### config.mk
export PLATFORM = sky130hd
export DESIGN_NAME = hub75_rx
export DESIGN_NICKNAME = d
export VERILOG_FILES = /design/src/rtl/hub75_pkg.sv /design/src/rtl/hub75_rx_sync.sv /design/src/rtl/hub75_rx.sv
export SDC_FILE = /design/constraint.sdc
export NUM_CORES = 1
export LEC_CHECK = 0
export CORE_MARGIN = 2
export CORE_UTILIZATION = 56
export DETAILED_ROUTE_END_ITERATION = 16
export PLACE_DENSITY = 0.83
export RECOVER_POWER = 100
export SYNTH_ARGS = -nofsm -noshare
export SYNTH_HDL_FRONTEND = slang
export SYNTH_SLANG_ARGS = --single-unit
export TNS_END_PERCENT = 1
### constraint.sdc
create_clock -name osc_clk -period 12.5 [get_ports osc_clk]
set_input_delay 2.5 -clock osc_clk [delete_from_list [all_inputs] [get_ports osc_clk]]
set_output_delay 2.5 -clock osc_clk [all_outputs]
set_load 0.1 [all_outputs]
### src/rtl/hub75_pkg.sv
// Shared HUB75 receiver definitions: default panel geometry, colour bit positions
// within a captured 6-bit sample, the output FSM states and the pixel beat layout.
package hub75_pkg;

    localparam int DEF_PANEL_WIDTH = 32;
    localparam int DEF_ROW_BITS    = 3;
    localparam int DEF_COL_BITS    = $clog2(DEF_PANEL_WIDTH);
    localparam int SAMPLE_BITS     = 6;

    localparam int R0_POS = 0;
    localparam int G0_POS = 1;
    localparam int B0_POS = 2;
    localparam int R1_POS = 3;
    localparam int G1_POS = 4;
    localparam int B1_POS = 5;

    typedef enum logic {
        ST_IDLE = 1'b0,
        ST_SEND = 1'b1
    } rx_state_e;

    typedef struct packed {
        logic [DEF_ROW_BITS-1:0] row;
        logic [DEF_COL_BITS-1:0] col;
        logic [2:0]              rgb0;
        logic [2:0]              rgb1;
        logic                    last;
    } hub75_pix_t;

    function automatic logic [2:0] rgb0_of(input logic [SAMPLE_BITS-1:0] s);
        return {s[R0_POS], s[G0_POS], s[B0_POS]};
    endfunction

    function automatic logic [2:0] rgb1_of(input logic [SAMPLE_BITS-1:0] s);
        return {s[R1_POS], s[G1_POS], s[B1_POS]};
    endfunction

endpackage

### src/rtl/hub75_rx_sync.sv
// Two-flop synchronizer for every HUB75 pin plus one history stage on the control
// pins (clk, lat, oe_) to produce single-cycle edge strobes.
module hub75_rx_sync
    import hub75_pkg::*;
#(
    parameter int ROW_BITS = DEF_ROW_BITS
) (
    input  logic                   osc_clk,
    input  logic                   reset_,
    input  logic                   hub75_clk,
    input  logic                   hub75_lat,
    input  logic                   hub75_oe_,
    input  logic [ROW_BITS-1:0]    hub75_row,
    input  logic [SAMPLE_BITS-1:0] hub75_data,
    output logic [SAMPLE_BITS-1:0] sample_s,
    output logic [ROW_BITS-1:0]    row_s,
    output logic                   oe_n_s,
    output logic                   clk_rise,
    output logic                   lat_rise,
    output logic                   oe_fall,
    output logic                   oe_rise
);

    localparam int BUS_BITS = 3 + SAMPLE_BITS + ROW_BITS;
    // Bus layout {oe_, lat, clk, data, row}; reset to the idle pin levels.
    localparam logic [BUS_BITS-1:0] IDLE_BUS = {3'b100, {(SAMPLE_BITS + ROW_BITS){1'b0}}};

    logic [BUS_BITS-1:0] meta_q, meta_d;
    logic [BUS_BITS-1:0] sync_q, sync_d;
    logic [2:0]          prev_q, prev_d;
    logic [2:0]          ctl_s;

    always_comb begin
        meta_d = {hub75_oe_, hub75_lat, hub75_clk, hub75_data, hub75_row};
        sync_d = meta_q;
        prev_d = sync_q[BUS_BITS-1 -: 3];
    end

    always_ff @(posedge osc_clk or negedge reset_) begin
        if (!reset_) begin
            meta_q <= IDLE_BUS;
            sync_q <= IDLE_BUS;
            prev_q <= 3'b100;
        end else begin
            meta_q <= meta_d;
            sync_q <= sync_d;
            prev_q <= prev_d;
        end
    end

    assign ctl_s    = sync_q[BUS_BITS-1 -: 3];
    assign sample_s = sync_q[ROW_BITS +: SAMPLE_BITS];
    assign row_s    = sync_q[ROW_BITS-1:0];
    assign oe_n_s   = ctl_s[2];
    assign clk_rise = ctl_s[0] & ~prev_q[0];
    assign lat_rise = ctl_s[1] & ~prev_q[1];
    assign oe_fall  = ~ctl_s[2] & prev_q[2];
    assign oe_rise  = ctl_s[2] & ~prev_q[2];

endmodule

### src/rtl/hub75_rx.sv
// HUB75 panel-side receiver: captures shifted column data, replays each latched
// line as a ready/valid pixel stream, and measures OE low time per pulse.
module hub75_rx
    import hub75_pkg::*;
#(
    parameter int PANEL_WIDTH = DEF_PANEL_WIDTH,
    parameter int ROW_BITS    = DEF_ROW_BITS,
    parameter int OE_CNT_BITS = 16
) (
    input  logic                           osc_clk,
    input  logic                           reset_,
    input  logic                           hub75_clk,
    input  logic                           hub75_lat,
    input  logic                           hub75_oe_,
    input  logic [ROW_BITS-1:0]            hub75_row,
    input  logic                           hub75_r0,
    input  logic                           hub75_g0,
    input  logic                           hub75_b0,
    input  logic                           hub75_r1,
    input  logic                           hub75_g1,
    input  logic                           hub75_b1,
    output logic                           pix_valid,
    input  logic                           pix_ready,
    output logic [ROW_BITS-1:0]            pix_row,
    output logic [$clog2(PANEL_WIDTH)-1:0] pix_col,
    output logic [2:0]                     pix_rgb0,
    output logic [2:0]                     pix_rgb1,
    output logic                           pix_last,
    output logic                           oe_valid,
    output logic [ROW_BITS-1:0]            oe_row,
    output logic [OE_CNT_BITS-1:0]         oe_cycles,
    output logic                           err_short,
    output logic                           err_drop
);

    localparam int COL_BITS = $clog2(PANEL_WIDTH);
    localparam int CNT_BITS = $clog2(PANEL_WIDTH + 1);
    localparam logic [CNT_BITS-1:0] FULL_CNT = CNT_BITS'(PANEL_WIDTH);
    localparam logic [COL_BITS-1:0] LAST_COL = COL_BITS'(PANEL_WIDTH - 1);

    logic [SAMPLE_BITS-1:0] sample_s;
    logic [ROW_BITS-1:0]    row_s;
    logic                   oe_n_s, clk_rise, lat_rise, oe_fall, oe_rise;
    logic [SAMPLE_BITS-1:0] raw_data;

    // Sample bit order follows the colour positions in hub75_pkg.
    always_comb begin
        raw_data         = '0;
        raw_data[R0_POS] = hub75_r0;
        raw_data[G0_POS] = hub75_g0;
        raw_data[B0_POS] = hub75_b0;
        raw_data[R1_POS] = hub75_r1;
        raw_data[G1_POS] = hub75_g1;
        raw_data[B1_POS] = hub75_b1;
    end

    hub75_rx_sync #(
        .ROW_BITS (ROW_BITS)
    ) u_sync (
        .osc_clk    (osc_clk),
        .reset_     (reset_),
        .hub75_clk  (hub75_clk),
        .hub75_lat  (hub75_lat),
        .hub75_oe_  (hub75_oe_),
        .hub75_row  (hub75_row),
        .hub75_data (raw_data),
        .sample_s   (sample_s),
        .row_s      (row_s),
        .oe_n_s     (oe_n_s),
        .clk_rise   (clk_rise),
        .lat_rise   (lat_rise),
        .oe_fall    (oe_fall),
        .oe_rise    (oe_rise)
    );

    logic [SAMPLE_BITS-1:0] shift_buf_q [PANEL_WIDTH];
    logic [SAMPLE_BITS-1:0] shift_buf_d [PANEL_WIDTH];
    logic [SAMPLE_BITS-1:0] hold_buf_q  [PANEL_WIDTH];
    logic [SAMPLE_BITS-1:0] hold_buf_d  [PANEL_WIDTH];

    rx_state_e              state_q, state_d;
    logic [CNT_BITS-1:0]    col_cnt_q, col_cnt_d;
    logic                   pix_valid_q, pix_valid_d;
    logic [ROW_BITS-1:0]    pix_row_q, pix_row_d;
    logic [COL_BITS-1:0]    pix_col_q, pix_col_d;
    logic [2:0]             pix_rgb0_q, pix_rgb0_d;
    logic [2:0]             pix_rgb1_q, pix_rgb1_d;
    logic                   pix_last_q, pix_last_d;
    logic                   err_short_q, err_short_d;
    logic                   err_drop_q, err_drop_d;
    logic [OE_CNT_BITS-1:0] oe_cnt_q, oe_cnt_d;
    logic                   oe_valid_q, oe_valid_d;
    logic [ROW_BITS-1:0]    oe_row_q, oe_row_d;
    logic [OE_CNT_BITS-1:0] oe_cycles_q, oe_cycles_d;

    logic                   wr_en;
    logic [COL_BITS-1:0]    wr_idx;
    logic [CNT_BITS-1:0]    col_shifted;
    logic [COL_BITS-1:0]    next_col;
    logic                   copy_en;

    // Shift write is applied before the latch looks at the buffer and count,
    // so a coincident clock edge is part of the latched line.
    always_comb begin
        wr_en       = clk_rise && (col_cnt_q != FULL_CNT);
        wr_idx      = col_cnt_q[COL_BITS-1:0];
        col_shifted = wr_en ? col_cnt_q + 1'b1 : col_cnt_q;
        shift_buf_d = shift_buf_q;
        if (wr_en) begin
            shift_buf_d[wr_idx] = sample_s;
        end
        copy_en    = lat_rise && (state_q == ST_IDLE);
        hold_buf_d = copy_en ? shift_buf_d : hold_buf_q;
    end

    always_comb begin
        state_d     = state_q;
        col_cnt_d   = col_shifted;
        pix_valid_d = pix_valid_q;
        pix_row_d   = pix_row_q;
        pix_col_d   = pix_col_q;
        pix_rgb0_d  = pix_rgb0_q;
        pix_rgb1_d  = pix_rgb1_q;
        pix_last_d  = pix_last_q;
        err_short_d = err_short_q;
        err_drop_d  = err_drop_q;
        next_col    = pix_col_q + 1'b1;

        if (state_q == ST_SEND && pix_valid_q && pix_ready) begin
            if (pix_last_q) begin
                state_d     = ST_IDLE;
                pix_valid_d = 1'b0;
            end else begin
                pix_col_d  = next_col;
                pix_rgb0_d = rgb0_of(hold_buf_q[next_col]);
                pix_rgb1_d = rgb1_of(hold_buf_q[next_col]);
                pix_last_d = (next_col == LAST_COL);
            end
        end

        if (lat_rise) begin
            col_cnt_d = '0;
            if (col_shifted != FULL_CNT) begin
                err_short_d = 1'b1;
            end
            if (state_q == ST_IDLE) begin
                state_d     = ST_SEND;
                pix_valid_d = 1'b1;
                pix_row_d   = row_s;
                pix_col_d   = '0;
                pix_rgb0_d  = rgb0_of(shift_buf_d[0]);
                pix_rgb1_d  = rgb1_of(shift_buf_d[0]);
                pix_last_d  = (LAST_COL == '0);
            end else begin
                err_drop_d = 1'b1;
            end
        end
    end

    // Count includes the falling-edge cycle, so the result equals synced low cycles.
    always_comb begin
        oe_cnt_d    = oe_cnt_q;
        oe_valid_d  = oe_rise;
        oe_row_d    = oe_row_q;
        oe_cycles_d = oe_cycles_q;
        if (oe_fall) begin
            oe_cnt_d = OE_CNT_BITS'(1);
        end else if (!oe_n_s && (oe_cnt_q != '1)) begin
            oe_cnt_d = oe_cnt_q + 1'b1;
        end
        if (oe_rise) begin
            oe_cycles_d = oe_cnt_q;
            oe_row_d    = row_s;
        end
    end

    always_ff @(posedge osc_clk) begin
        shift_buf_q <= shift_buf_d;
        hold_buf_q  <= hold_buf_d;
    end

    always_ff @(posedge osc_clk or negedge reset_) begin
        if (!reset_) begin
            state_q     <= ST_IDLE;
            col_cnt_q   <= '0;
            pix_valid_q <= 1'b0;
            pix_row_q   <= '0;
            pix_col_q   <= '0;
            pix_rgb0_q  <= '0;
            pix_rgb1_q  <= '0;
            pix_last_q  <= 1'b0;
            err_short_q <= 1'b0;
            err_drop_q  <= 1'b0;
            oe_cnt_q    <= '0;
            oe_valid_q  <= 1'b0;
            oe_row_q    <= '0;
            oe_cycles_q <= '0;
        end else begin
            state_q     <= state_d;
            col_cnt_q   <= col_cnt_d;
            pix_valid_q <= pix_valid_d;
            pix_row_q   <= pix_row_d;
            pix_col_q   <= pix_col_d;
            pix_rgb0_q  <= pix_rgb0_d;
            pix_rgb1_q  <= pix_rgb1_d;
            pix_last_q  <= pix_last_d;
            err_short_q <= err_short_d;
            err_drop_q  <= err_drop_d;
            oe_cnt_q    <= oe_cnt_d;
            oe_valid_q  <= oe_valid_d;
            oe_row_q    <= oe_row_d;
            oe_cycles_q <= oe_cycles_d;
        end
    end

    assign pix_valid = pix_valid_q;
    assign pix_row   = pix_row_q;
    assign pix_col   = pix_col_q;
    assign pix_rgb0  = pix_rgb0_q;
    assign pix_rgb1  = pix_rgb1_q;
    assign pix_last  = pix_last_q;
    assign oe_valid  = oe_valid_q;
    assign oe_row    = oe_row_q;
    assign oe_cycles = oe_cycles_q;
    assign err_short = err_short_q;
    assign err_drop  = err_drop_q;

endmodule
==> flow_metrics.tcl, run 1 <==
set metrics [dict create \
    grt_max_degree 90 \
    drv_slew 278 \
    cts-root-buf "clkbuf_16" \
    worst-path-max-fanout 68 \
    htree_levels 2 \
    post-place-ws_ns 7.86 \
    hold_class "flop to flop" \
    synth_compound_area_share_pct 2.82 \
    nNetsFinal 1193 \
    fmax_mhz 147 \
    vdd_drop_max_v 0.000145 \
    postLayoutCoreUtil_pct 64.3 \
    clock_sinks 472 \
    yosysUniqueCellTypes 63 \
    setup_viol 0 \
    min_period_over_period_pct 54.3 \
    via_count 9419 \
    grt_pass1_wl_um 54100 \
    internal_power_w 0.00280 \
    maxSlewHeadroom_pct -224 \
    slowest_delay_ns 2.74 \
    fin_tns_setup_ns 0 \
    cp_cell_sequence "nor2b_1 > clkbuf_1 > nor2b_1 > clkbuf_1 > clkbuf_1" \
    synth_edf_count 192 \
    worstSetupEndpointType "flop" \
    yosys.area_share.xor_xnor_pct 1.01 \
    r2r_start "u_sync.prev_q[1]" \
    skew_ns 0.0234 \
    cpLargestDelayFamily "buffers and inverters" \
    setup_ws_ns 5.72 \
    place.port_buffers 52 \
    numCtsBuffers 45 \
    start_util_pct 56.7 \
    seq_area_frac_synth_pct 68.5 \
    ios 53 \
    synth-warning-count 0 \
    cts.clk_slew.worst_paths_ns 0.06 \
    tritoncts "built" \
    routed_wl_um 34700 \
    pwr-share-clk_pct 32.4 \
    cap_violations 4 \
    worstMarginPinSlew_ns 4.86 \
    slowest_stage "clkbuf_1" \
    antenna_found_initial 0 \
    violations "capacitance limit, slew limit" \
    dp_cells 1520 \
    die_area_um2 32200 \
    syn-instance-count 1110 \
    synthAdderAreaFrac_pct 0.508 \
    rsz0062_at_grt "no" \
    fp-row-count 64 \
    final.min_clock_period_ns 6.78 \
    synth_flop_cell "edfxtp_1" \
    via_per_inst 5.87 \
    cp.required_ns 12.57 \
    ant_nets 0 \
    cts_setup_buffers 0 \
    first_global_vias 9749 \
    postCtsHoldBufs 0 \
    yosys.area_share.simple_pct 5.77 \
    core_area_um2 30400 \
    cpMostUsedCell "clkbuf_1" \
    syn2layout_area_growth_pct 13.4 \
    synth_mux_area_share_pct 19.7 \
    synth_seq_cells 472 \
    grt_use_total_pct 21.4 \
    hold_violations 0 \
    synth_top_family_by_area "multiplexers" \
    wl_per_cell_um 21.6 \
    layout-drive-gt1-share_pct 17.0 \
    clk_path_buf_depth 3 \
    die_height_um 179 \
    p_sw_w 0.00126 \
    pwr-share-seq_pct 43.8 \
    syn_area_per_cell_um2 15.5 \
    overflow 0 \
    diodes 0 \
    status "complete, but fails checks" \
    first_pass_iters 7 \
    drcViolationCount 0 \
    critPathBufInv 3 \
    critPathArrivalTime_ns 6.86 \
    power_w 0.00405 \
    comb_power_share_pct 23.7 \
    drt_iter0_drc 861 \
    p_sw_share_pct 31.0 \
    most-common-layout-cells "192 x edfxtp_1, 192 x dfxtp_1, 115 x mux2_1, 96 x mux2_2, 84 x dfrtp_1" \
    powerDensity_nw_per_um2 207 \
    synth_fp_nets 1132 \
    synthesis.area_um2 17200 \
    async_flop_share_pct 18.6 \
    dpl.hpwl_um 21300 \
    ctsResizeCount 0 \
    worstSetupStartpoint "u_sync.prev_q[1]" \
    worstSkewPairLatency_ns 0.55 \
    critPathKind "flop to flop" \
    place_congestion 0.933 \
    worstHoldStart "u_sync.meta_q[4]" \
    cp-start-kind "flop" \
    instances_no_fill 1604 \
    p_leak_nw 7.64 \
    die_w_um 179 \
]
[metrics by stage]
step | hold slack [ns] | area [um^2]
after floorplan | 0.331 | 17200
after global placement | 0.333 | 18200
after detailed placement | 0.335 | 18200
after CTS | 0.340 | 19600
after global routing | 0.346 | 19600
final | 0.339 | 19600
[final timing paths]
path                               endpoint  slack, ns  depth (start not counted)
max in group asynchronous        pix_col[0]       6.09                          2
min in group asynchronous       oe_cnt_q[6]       2.31                          1
min                        u_sync.sync_q[4]       0.34                          0
max                          hold_buf_q[15]       5.72                          5
max reg2reg                  hold_buf_q[15]       5.72                          5
min reg2reg                u_sync.sync_q[4]       0.34                          0
[cells in the mapped netlist, types with 4 or more instances]
cell type | count | area share, %
ha_1 | 7 | 0.51
mux4_1 | 9 | 1.4
mux2_2 | 210 | 14
a32oi_1 | 9 | 0.46
nand4_1 | 10 | 0.36
nor3_1 | 18 | 0.52
buf_2 | 8 | 0.23
clkbuf_1 | 40 | 0.87
dfxtp_1 | 192 | 22
a21oi_1 | 10 | 0.29
dfrtp_1 | 85 | 12
nor2b_1 | 5 | 0.18
mux4_2 | 25 | 3.3
a21o_1 | 4 | 0.17
nand2_1 | 75 | 1.6
a31oi_1 | 9 | 0.33
xor2_1 | 10 | 0.51
inv_1 | 9 | 0.20
xnor2_1 | 8 | 0.41
nand3b_1 | 4 | 0.17
mux2i_1 | 22 | 1.3
o21ai_0 | 15 | 0.44
nand3_1 | 19 | 0.55
edfxtp_1 | 192 | 33
nand2b_1 | 6 | 0.22
nor2_1 | 52 | 1.1
or3_1 | 6 | 0.22
[power by group through the flow]
stage / logic (W) / clock network [W] / registers, W
final: 0.000962 / 0.00131 / 0.00178
after global routing: 0.00101 / 0.00140 / 0.00178
after CTS: 0.000976 / 0.00133 / 0.00177
after detailed placement: 0.000968 / 0 / 0.00181
after global placement: 0.000950 / 0 / 0.00180
after floorplan: 0.000508 / 0 / 0.00198
[cell type report]
class	instances	area, um^2
Clock buffer	68	1350
Clock inverter	16	113
Fill cell	2120	10900
Inverter	10	37.5
Multi-Input combinational cell	574	5140
Sequential cell	472	11800
Tap cell	396	495
Timing Repair Buffer	68	608
[kinds of logic after synthesis]
| kind of cell | Yosys count |
|---|---|
| DFF | 472 |
| muxes | 267 |
| and+or+nand+nor | 211 |
| AOI/OAI and AO/OA | 70 |
| buffers and inverters | 64 |
| xor gates and xnor gates | 19 |
| adders and majority gates | 7 |
[state kept, by name, indices dropped and copies added (netlist names), 5 cells and up]
name,count
shift_buf_q,192
hold_buf_q,192
oe_cnt_q,16
pix_col,5
oe_cycles,16
u_sync.sync_q,12
u_sync.meta_q,12
col_cnt_q,6
[per-layer routing]
metal	up-vias	share of wire, %	global-route usage [%]	wire, um
li1	4228	-	-	-
met1	4755	41	28.0	14200
met2	367	50	36.4	17400
met3	69	6.4	3.81	2230
met4	0	2.4	7.25	831
met5	-	0	0	0
Note: power is estimated with default switching activity, not from simulation.
==> inputs of run 2 (changes only) <==
- clock period: 12.5 -> 6.75 ns (I/O delays scaled with it)
==> run 2 against run 1 <==
  * Setup slack lost 3.6 ns
  * Critical endpoint is now pix_rgb0[2]
  * Wire length fell by 1.0%
  * First-iteration DRC count rose by 8.5%
  * The run still ends with capacitance limit, slew limit left
  * Cell count fell by 0.31%
  * Register-to-register slack worse by 3.6 ns
  * Clock power rose by 83%
  * Die area unchanged
  * Highest routed layer unchanged
  * Non-clock buffer count down 2
  * Utilization shrank 0.082 points
  * Hold slack better by 0.0091 ns
==> flow_metrics.tcl, run 2 (synthesized netlist as in run 1, its figures left out) <==
set metrics [dict create \
    overflow 0 \
    cts.clk_slew.worst_paths_ns 0.06 \
    core_area_um2 30400 \
    dpl.hpwl_um 21200 \
    final.min_clock_period_ns 4.64 \
    pwr-share-seq_pct 44.5 \
    via_count 9452 \
    first_global_vias 9523 \
    p_sw_share_pct 30.3 \
    routed_wl_um 34300 \
    fmax_mhz 215 \
    drt_iter0_drc 934 \
    p_sw_w 0.00224 \
    diodes 0 \
    critPathKind "flop to flop" \
    place_congestion 0.892 \
    setup_ws_ns 2.11 \
    nNetsFinal 1191 \
    numCtsBuffers 45 \
    status "complete, but fails checks" \
    r2r_start "u_sync.sync_q[10]" \
    most-common-layout-cells "192 x edfxtp_1, 192 x dfxtp_1, 120 x mux2_1, 91 x mux2_2, 84 x dfrtp_1" \
    powerDensity_nw_per_um2 379 \
    fp-row-count 64 \
    worstSkewPairLatency_ns 0.54 \
    grt_max_degree 213 \
    rsz0062_at_grt "no" \
    violations "capacitance limit, slew limit" \
    grt_pass1_wl_um 53900 \
    skew_ns 0.0156 \
    critPathArrivalTime_ns 5.05 \
    cts-root-buf "clkbuf_16" \
    largestRegisters "hold_buf_q (192), shift_buf_q (192)" \
    instances_no_fill 1599 \
    cap_violations 2 \
    htree_levels 2 \
    post-place-ws_ns 2.79 \
    grt_use_total_pct 21.2 \
    ctsResizeCount 0 \
    worstHoldStart "u_sync.meta_q[7]" \
    cp-start-kind "flop" \
    dp_cells 1518 \
    cp.required_ns 7.16 \
    via_per_inst 5.91 \
    die_height_um 179 \
    drcViolationCount 0 \
    ios 53 \
    hold_class "flop to flop" \
    antenna_found_initial 2 \
    pwr-share-clk_pct 32.5 \
    comb_power_share_pct 23.1 \
    syn2layout_area_growth_pct 13.2 \
    maxSlewHeadroom_pct -103 \
    clock_sinks 472 \
    min_period_over_period_pct 68.8 \
    worstSetupStartpoint "u_sync.sync_q[10]" \
    hold_violations 0 \
    die_w_um 179 \
    cts_setup_buffers 0 \
    ant_nets 0 \
    first_pass_iters 5 \
    worstSetupEndpointType "flop" \
    postCtsHoldBufs 0 \
    worst-path-max-fanout 212 \
    placed_cell_area_um2 18200 \
    worstMarginPinSlew_ns 3.05 \
    setup_viol 0 \
    power_w 0.00740 \
    die_area_um2 32200 \
    place.port_buffers 52 \
    internal_power_w 0.00516 \
    layout-drive-gt1-share_pct 17.0 \
    clk_path_buf_depth 3 \
    final_area_um2 19500 \
    vdd_drop_max_v 0.000204 \
    wl_per_cell_um 21.5 \
    fin_tns_setup_ns 0 \
    tritoncts "built" \
    drv_slew 251 \
    p_leak_nw 7.64 \
    start_util_pct 56.7 \
]
==> run 2: cell types whose count changed in the layout (fill, tap and decap cells not counted), moves of 2 or more <==
cell and delta:
buf_4 +4, clkbuf_1 -12, clkbuf_16 -3, clkbuf_8 +2, clkinv_1 +2, clkinv_2 +2, mux2_1 +5, mux2_2 -5
==> run 2: area by class of cell <==
type,count,area [um^2]
multi-input combinational,574,5140
inverter,10,37.5
tap,396,495
fill,2113,10900
clock inverter,19,140
sequential,472,11800
timing repair buffer,66,619
clock buffer,62,1280
==> run 2: power by group through the flow <==
stage / Clock [W] / Sequential, W / Combinational (W)
floorplan: 0 / 0.00367 / 0.000941
global placement: 0 / 0.00334 / 0.00170
detailed placement: 0 / 0.00335 / 0.00173
CTS: 0.00244 / 0.00329 / 0.00174
global route: 0.00256 / 0.00331 / 0.00180
finish: 0.00240 / 0.00329 / 0.00171
==> run 2: worst paths after layout <==
check	endpoint	cells after the start	slack [ns]
setup / recovery	pix_rgb0[2]	7	2.11
hold / removal	u_sync.sync_q[7]	0	0.35
setup reg to reg	pix_rgb0[2]	7	2.11
hold reg to reg	u_sync.sync_q[7]	0	0.35
max in group asynchronous	pix_col[0]	2	3.81
min in group asynchronous	u_sync.meta_q[2]	1	1.33
==> run 2: routing by layer <==
layer  up-vias  global-route usage [%]  part of all wire (%)
met4         0                    7.06                   2.7
met3        71                    4.19                   7.2
met1      4815                    29.2                    42
li1       4219                       -                     -
met2       347                    34.3                    48
met5         -                       0                     0
==> run 2: critical path, stage by stage, from the launching register on <==
cell,delay (ns)
dfrtp_1,0.35
nor2b_1,0.83
nor2b_4,0.29
clkbuf_4,1.96
a21oi_1,0.15
o311ai_0,0.27
a31oi_1,0.08
a211oi_1,0.22
==> run 2: through the flow <==
step | hold slack (ns) | util, %
finish | 0.348 | 64.2
global route | 0.355 | 64.2
CTS | 0.349 | 64.3
detailed placement | 0.335 | 59.7
global placement | 0.333 | 59.7
floorplan | 0.331 | -
==> inputs of run 3 (changes only) <==
- clock period: 6.75 -> 4.8 ns (I/O delays scaled with it)
==> run 3 against run 2 <==
  * The flow still finishes with violations (capacitance limit, slew limit)
  * Critical path depth fell by 5
  * Flip-flop and latch count did not move
  * Register-to-register slack got worse by 1.1 ns
  * Clock skew rose by 0.011 ns
  * Die area did not move
  * Global-route usage barely moved
  * First-iteration DRC count fell by 11%
  * Total power rose by 42%
  * Critical path type is now flop to output pin
  * Critical endpoint is now pix_col[0]
==> flow_metrics.tcl, run 3 (synthesized netlist as in run 1, its figures left out) <==
set metrics [dict create \
    antenna_found_initial 2 \
    critPathArrivalTime_ns 2.85 \
    die_w_um 179 \
    grt_use_total_pct 21.3 \
    fmax_mhz 262 \
    fin_tns_setup_ns 0 \
    slowest_delay_ns 1.31 \
    cpLargestDelayFamily "buffers and inverters" \
    pwr-share-clk_pct 32.6 \
    syn2layout_area_growth_pct 13.3 \
    grt_max_degree 158 \
    routed_wl_um 34200 \
    powerDensity_nw_per_um2 537 \
    comb_power_share_pct 23.2 \
    skew_ns 0.0270 \
    p_sw_w 0.00319 \
    ant_nets 0 \
    nFillCells 2104 \
    setup_viol 0 \
    core_area_um2 30400 \
    cp.required_ns 3.84 \
    diodes 0 \
    reg2reg_depth 7 \
    min_period_over_period_pct 79.4 \
    numCtsBuffers 46 \
    hold_depth 0 \
    r2r_slack_ns 0.99 \
    nNetsFinal 1192 \
    first_global_vias 9605 \
    drv_slew 158 \
    worst-path-max-fanout 28 \
    setup_ws_ns 0.987 \
    via_count 9451 \
    start_util_pct 56.7 \
    dpl.hpwl_um 21400 \
    maxSlewHeadroom_pct -52.2 \
    drt_iter0_drc 834 \
    cts_setup_buffers 0 \
    layout-drive-gt1-share_pct 17.1 \
    p_sw_share_pct 30.4 \
    critPathKind "flop to output pin" \
    final.min_clock_period_ns 3.81 \
    grt_pass1_wl_um 53900 \
    first_pass_iters 6 \
    multiInputGateArea_um2 5140 \
    worstSetupEndpointType "output pin" \
    r2r_start "u_sync.prev_q[1]" \
    place_congestion 0.891 \
    most-common-layout-cells "192 x edfxtp_1, 192 x dfxtp_1, 112 x mux2_1, 99 x mux2_2, 84 x dfrtp_1" \
    worstHoldStart "u_sync.meta_q[6]" \
    placed_cell_area_um2 18200 \
    slowest_stage "dlygate4sd3_1" \
    critPathBufInv 2 \
    tritoncts "built" \
    final_area_um2 19500 \
    clock_sinks 472 \
    cts.clk_slew.worst_paths_ns 0.06 \
    rr_endpoint "pix_col[2]" \
    ios 53 \
    post-place-ws_ns 1.42 \
    overflow 0 \
    hold_violations 0 \
    pwr-share-seq_pct 44.2 \
    status "complete, but fails checks" \
    drcViolationCount 0 \
    regArea_um2 11800 \
    die_area_um2 32200 \
    worstMarginPinSlew_ns 2.28 \
    hold_class "flop to flop" \
    internal_power_w 0.00731 \
    cap_violations 1 \
    postCtsHoldBufs 0 \
    fp-row-count 64 \
    die_height_um 179 \
    ctsResizeCount 0 \
    via_per_inst 5.90 \
    rsz0062_at_grt "no" \
    violations "capacitance limit, slew limit" \
    wl_per_cell_um 21.4 \
    largestRegisters "hold_buf_q (192), shift_buf_q (192)" \
    clk_path_buf_depth 3 \
    htree_levels 2 \
    min_to "u_sync.sync_q[6]" \
    cp_cell_sequence "buf_4 > dlygate4sd3_1" \
    p_leak_nw 7.62 \
    cts-root-buf "clkbuf_16" \
    worstSkewPairLatency_ns 0.55 \
    cp-start-kind "flop" \
    vdd_drop_max_v 0.000403 \
    place.port_buffers 52 \
]
[run 3: cell types whose count changed in the layout (fill, tap and decap cells not counted), moves of 2 or more]
cell	change
clkbuf_1	+13
clkinv_2	-6
clkbuf_8	-6
buf_4	-2
clkbuf_16	+2
clkinv_1	-3
mux2_2	+8
mux2_1	-8
[run 3: cell type report]
cell class / instances / area share, %
flip-flops and latches: 472 / 60.5
inverters: 10 / 0.192
clock buffers: 70 / 6.61
clock inverters: 13 / 0.743
multi-input cells: 574 / 26.3
well taps: 396 / 2.54
repair buffers: 66 / 3.14
[run 3: worst max-delay path by stage]
| stage | cells after the start | end | start |
|---|---|---|---|
| after floorplan | 5 | pix_col[1] | u_sync.prev_q[1] |
| after global placement | 5 | hold_buf_q[150] | col_cnt_q[4] |
| after detailed placement | 5 | hold_buf_q[154] | col_cnt_q[4] |
| after CTS | 2 | pix_col[0] | pix_col[0] |
| after global routing | 7 | pix_col[2] | u_sync.prev_q[1] |
| final | 2 | pix_col[0] | pix_col[0] |
[run 3: metal layers]
metal | up-vias | GRT usage (%) | wire, um
met4 | 2 | 6.50 | 952
met1 | 4762 | 28.7 | 14300
li1 | 4222 | - | -
met2 | 387 | 35.1 | 16700
met5 | - | 0 | 7
met3 | 78 | 4.21 | 2360
[run 3: power by group through the flow]
stage               registers (W)  logic (W)  clock network, W
global route              0.00467    0.00255           0.00363
detailed placement        0.00472    0.00245                 0
finish                    0.00464    0.00244           0.00342
CTS                       0.00464    0.00247           0.00346
floorplan                 0.00515    0.00132                 0
global placement          0.00470    0.00241                 0
[run 3: metrics by stage]
stage | instances | total power [W] | utilization, % | hold WS [ns]
2_1_floorplan | 1110 | 0.00647 | - | 0.331
3_3_place_gp | 1518 | 0.00711 | 59.7 | 0.332
3_5_place_dp | 1518 | 0.00717 | 59.7 | 0.335
4_1_cts | 1601 | 0.0106 | 64.4 | 0.338
5_1_grt | 1601 | 0.0108 | 64.2 | 0.341
6_report | 1601 | 0.0105 | 64.2 | 0.333
==> variant (flow settings as in run 3) <==
Make the reset (`reset_`) synchronous in 2 clocked blocks.
--- a/src/rtl/hub75_rx_sync.sv
+++ b/src/rtl/hub75_rx_sync.sv
@@ -36,7 +36,7 @@
         prev_d = sync_q[BUS_BITS-1 -: 3];
     end
 
-    always_ff @(posedge osc_clk or negedge reset_) begin
+    always_ff @(posedge osc_clk) begin
         if (!reset_) begin
             meta_q <= IDLE_BUS;
             sync_q <= IDLE_BUS;
--- a/src/rtl/hub75_rx.sv
+++ b/src/rtl/hub75_rx.sv
@@ -179,7 +179,7 @@
         hold_buf_q  <= hold_buf_d;
     end
 
-    always_ff @(posedge osc_clk or negedge reset_) begin
+    always_ff @(posedge osc_clk) begin
         if (!reset_) begin
             state_q     <= ST_IDLE;
             col_cnt_q   <= '0;
Check against the original RTL: differs if reset_ is asserted again (counterexample within 4 cycles, from zero or initial values and one cycle with reset_ low); with reset_ held inactive, the same outputs for 10 cycles.
==> variant against run 3 <==
The flow still finishes with violations (capacitance limit, slew limit); routed wire length increased by 4.8%; global-route usage up 1.3 points; sequential share of layout area down 2.2 points; sequential cell count is the same; die area shrank 0.19%; area after synthesis is 0.20% lower; worst setup slack lost 0.065 ns; design area down 0.13%; critical endpoint is now pix_rgb1[0].
Power is not compared: it rests on default switching activity, and its combinational part moved more than twofold at a synthesized area within 25%.
==> variant: results (changes against run 3) <==
Drt
  – Routed vias/inst: 5.83 (was 5.90)
  – Wirelength per Cell: 20.8 um (was 21.4 um)
  – Top Layer Used: met4 (was met5)
  – Pre-antenna DRT Iters: 5 (was 6)
  – WL met1: 15.0 mm (was 14.3 mm)

Yosys
  – Synth area leaders: edfxtp_1 (33%), dfxtp_1 (33%), mux2_2 (6.9%), mux2_1 (5.7%), nand2_1 (3.0%) (was edfxtp_1 (33%), dfxtp_1 (22%), mux2_2 (14%), dfrtp_1 (12%), mux4_2 (3.3%))
  – Register area share after synthesis: 66.1% (was 68.5%)
  – Post-Synth Adder-Cell Area: 0.509% (was 0.508%)
  – Post-synth top cells: dfxtp_1 (280), edfxtp_1 (192), nand2_1 (136), mux2_2 (106), mux2_1 (87) (was mux2_2 (210), dfxtp_1 (192), edfxtp_1 (192), dfrtp_1 (85), nand2_1 (75))
  – Synth Net Count: 1,264 (was 1,132)
  – Post-synthesis mux area share: 18.0% (was 19.7%)

Flow run
  – Max_cap viols: 1 (unchanged)

Timing
  – Max Slew Vio Count: 40 (was 158)
  – Layout Skew: 0.0203 ns (was 0.0270 ns)

GRT
  – GRT Total Usage: 22.5% (was 21.3%)
  – Met1 GRT Util: 29.9% (was 28.7%)
  – Largest net degree at the start of global routing: 99 (was 158)
  – Met2 Track Usage GR: 36.4% (was 35.1%)
  – Met3 GRT Util: 5.24% (was 4.21%)

Place
  – Placer Congestion: 0.833 (was 0.891)
  – HPWL after DPL: 22.7 mm (was 21.4 mm)

Status
  – Status: complete, but fails checks (unchanged)
  – Failing checks: capacitance limit, slew limit (unchanged)

Worst setup path
  – Setup crit start: pix_col[0] (unchanged)
  – Critical path data arrival time: 4.31 ns (was 2.85 ns)

Hold path
  – Hold Crit Start: u_sync.meta_q[3] (was u_sync.meta_q[6])
==> variant: cell types whose count changed after synthesis, sizes merged, moves of 16 or more <==
cell / before / now
a32oi: 9 / 25
mux2: 211 / 193
nand2: 76 / 141
and2: 3 / 30
mux2i: 22 / 47
a21oi: 10 / 34
dfxtp: 192 / 280
dfrtp: 85 / 0
==> variant: cell type report <==
class                   instances  area (um2)
clock buffers                  67        1270
clock inverters                17         186
fillers                      2142       10900
inverters                      11        46.3
multi-input cells             691        5500
flip-flops and latches        472       11400
well taps                     396         495
repair buffers                 71         643
==> variant: worst paths after layout <==
kind,slack (ns),endpoint
max reg2reg,0.92,pix_rgb1[0]
max,0.92,pix_rgb1[0]
min,0.43,u_sync.sync_q[3]
min reg2reg,0.43,u_sync.sync_q[3]
==> variant: worst max-delay path, cell delays in order, from the launching register on <==
cell and delay (ns):
dfxtp_1 0.31, inv_1 0.33, ha_1 0.63, clkbuf_2 0.67, nor2_1 0.98, a32oi_1 0.23
a32oi_1 0.47, a21oi_1 0.12
==> variant: per-stage QoR <==
step	power, mW	instances	utilization (%)	hold slack, ns	setup slack [ns]
4_1_cts	7.90	1725	64.4	0.433	1.17
5_1_grt	8.08	1725	64.1	0.448	0.612
3_3_place_gp	4.51	1641	59.6	0.414	1.63
6_report	7.85	1725	64.1	0.430	0.922
3_5_place_dp	4.51	1641	59.6	0.420	1.57
2_1_floorplan	4.44	1242	-	0.386	1.48
==> variant: where the power goes <==
part	total, mW	internal (mW)	switching (mW)
clock	3.43	1.96	1.46
combinational	0.192	0.0511	0.141
sequential	4.23	4.21	0.0199
total	7.85	6.22	1.62
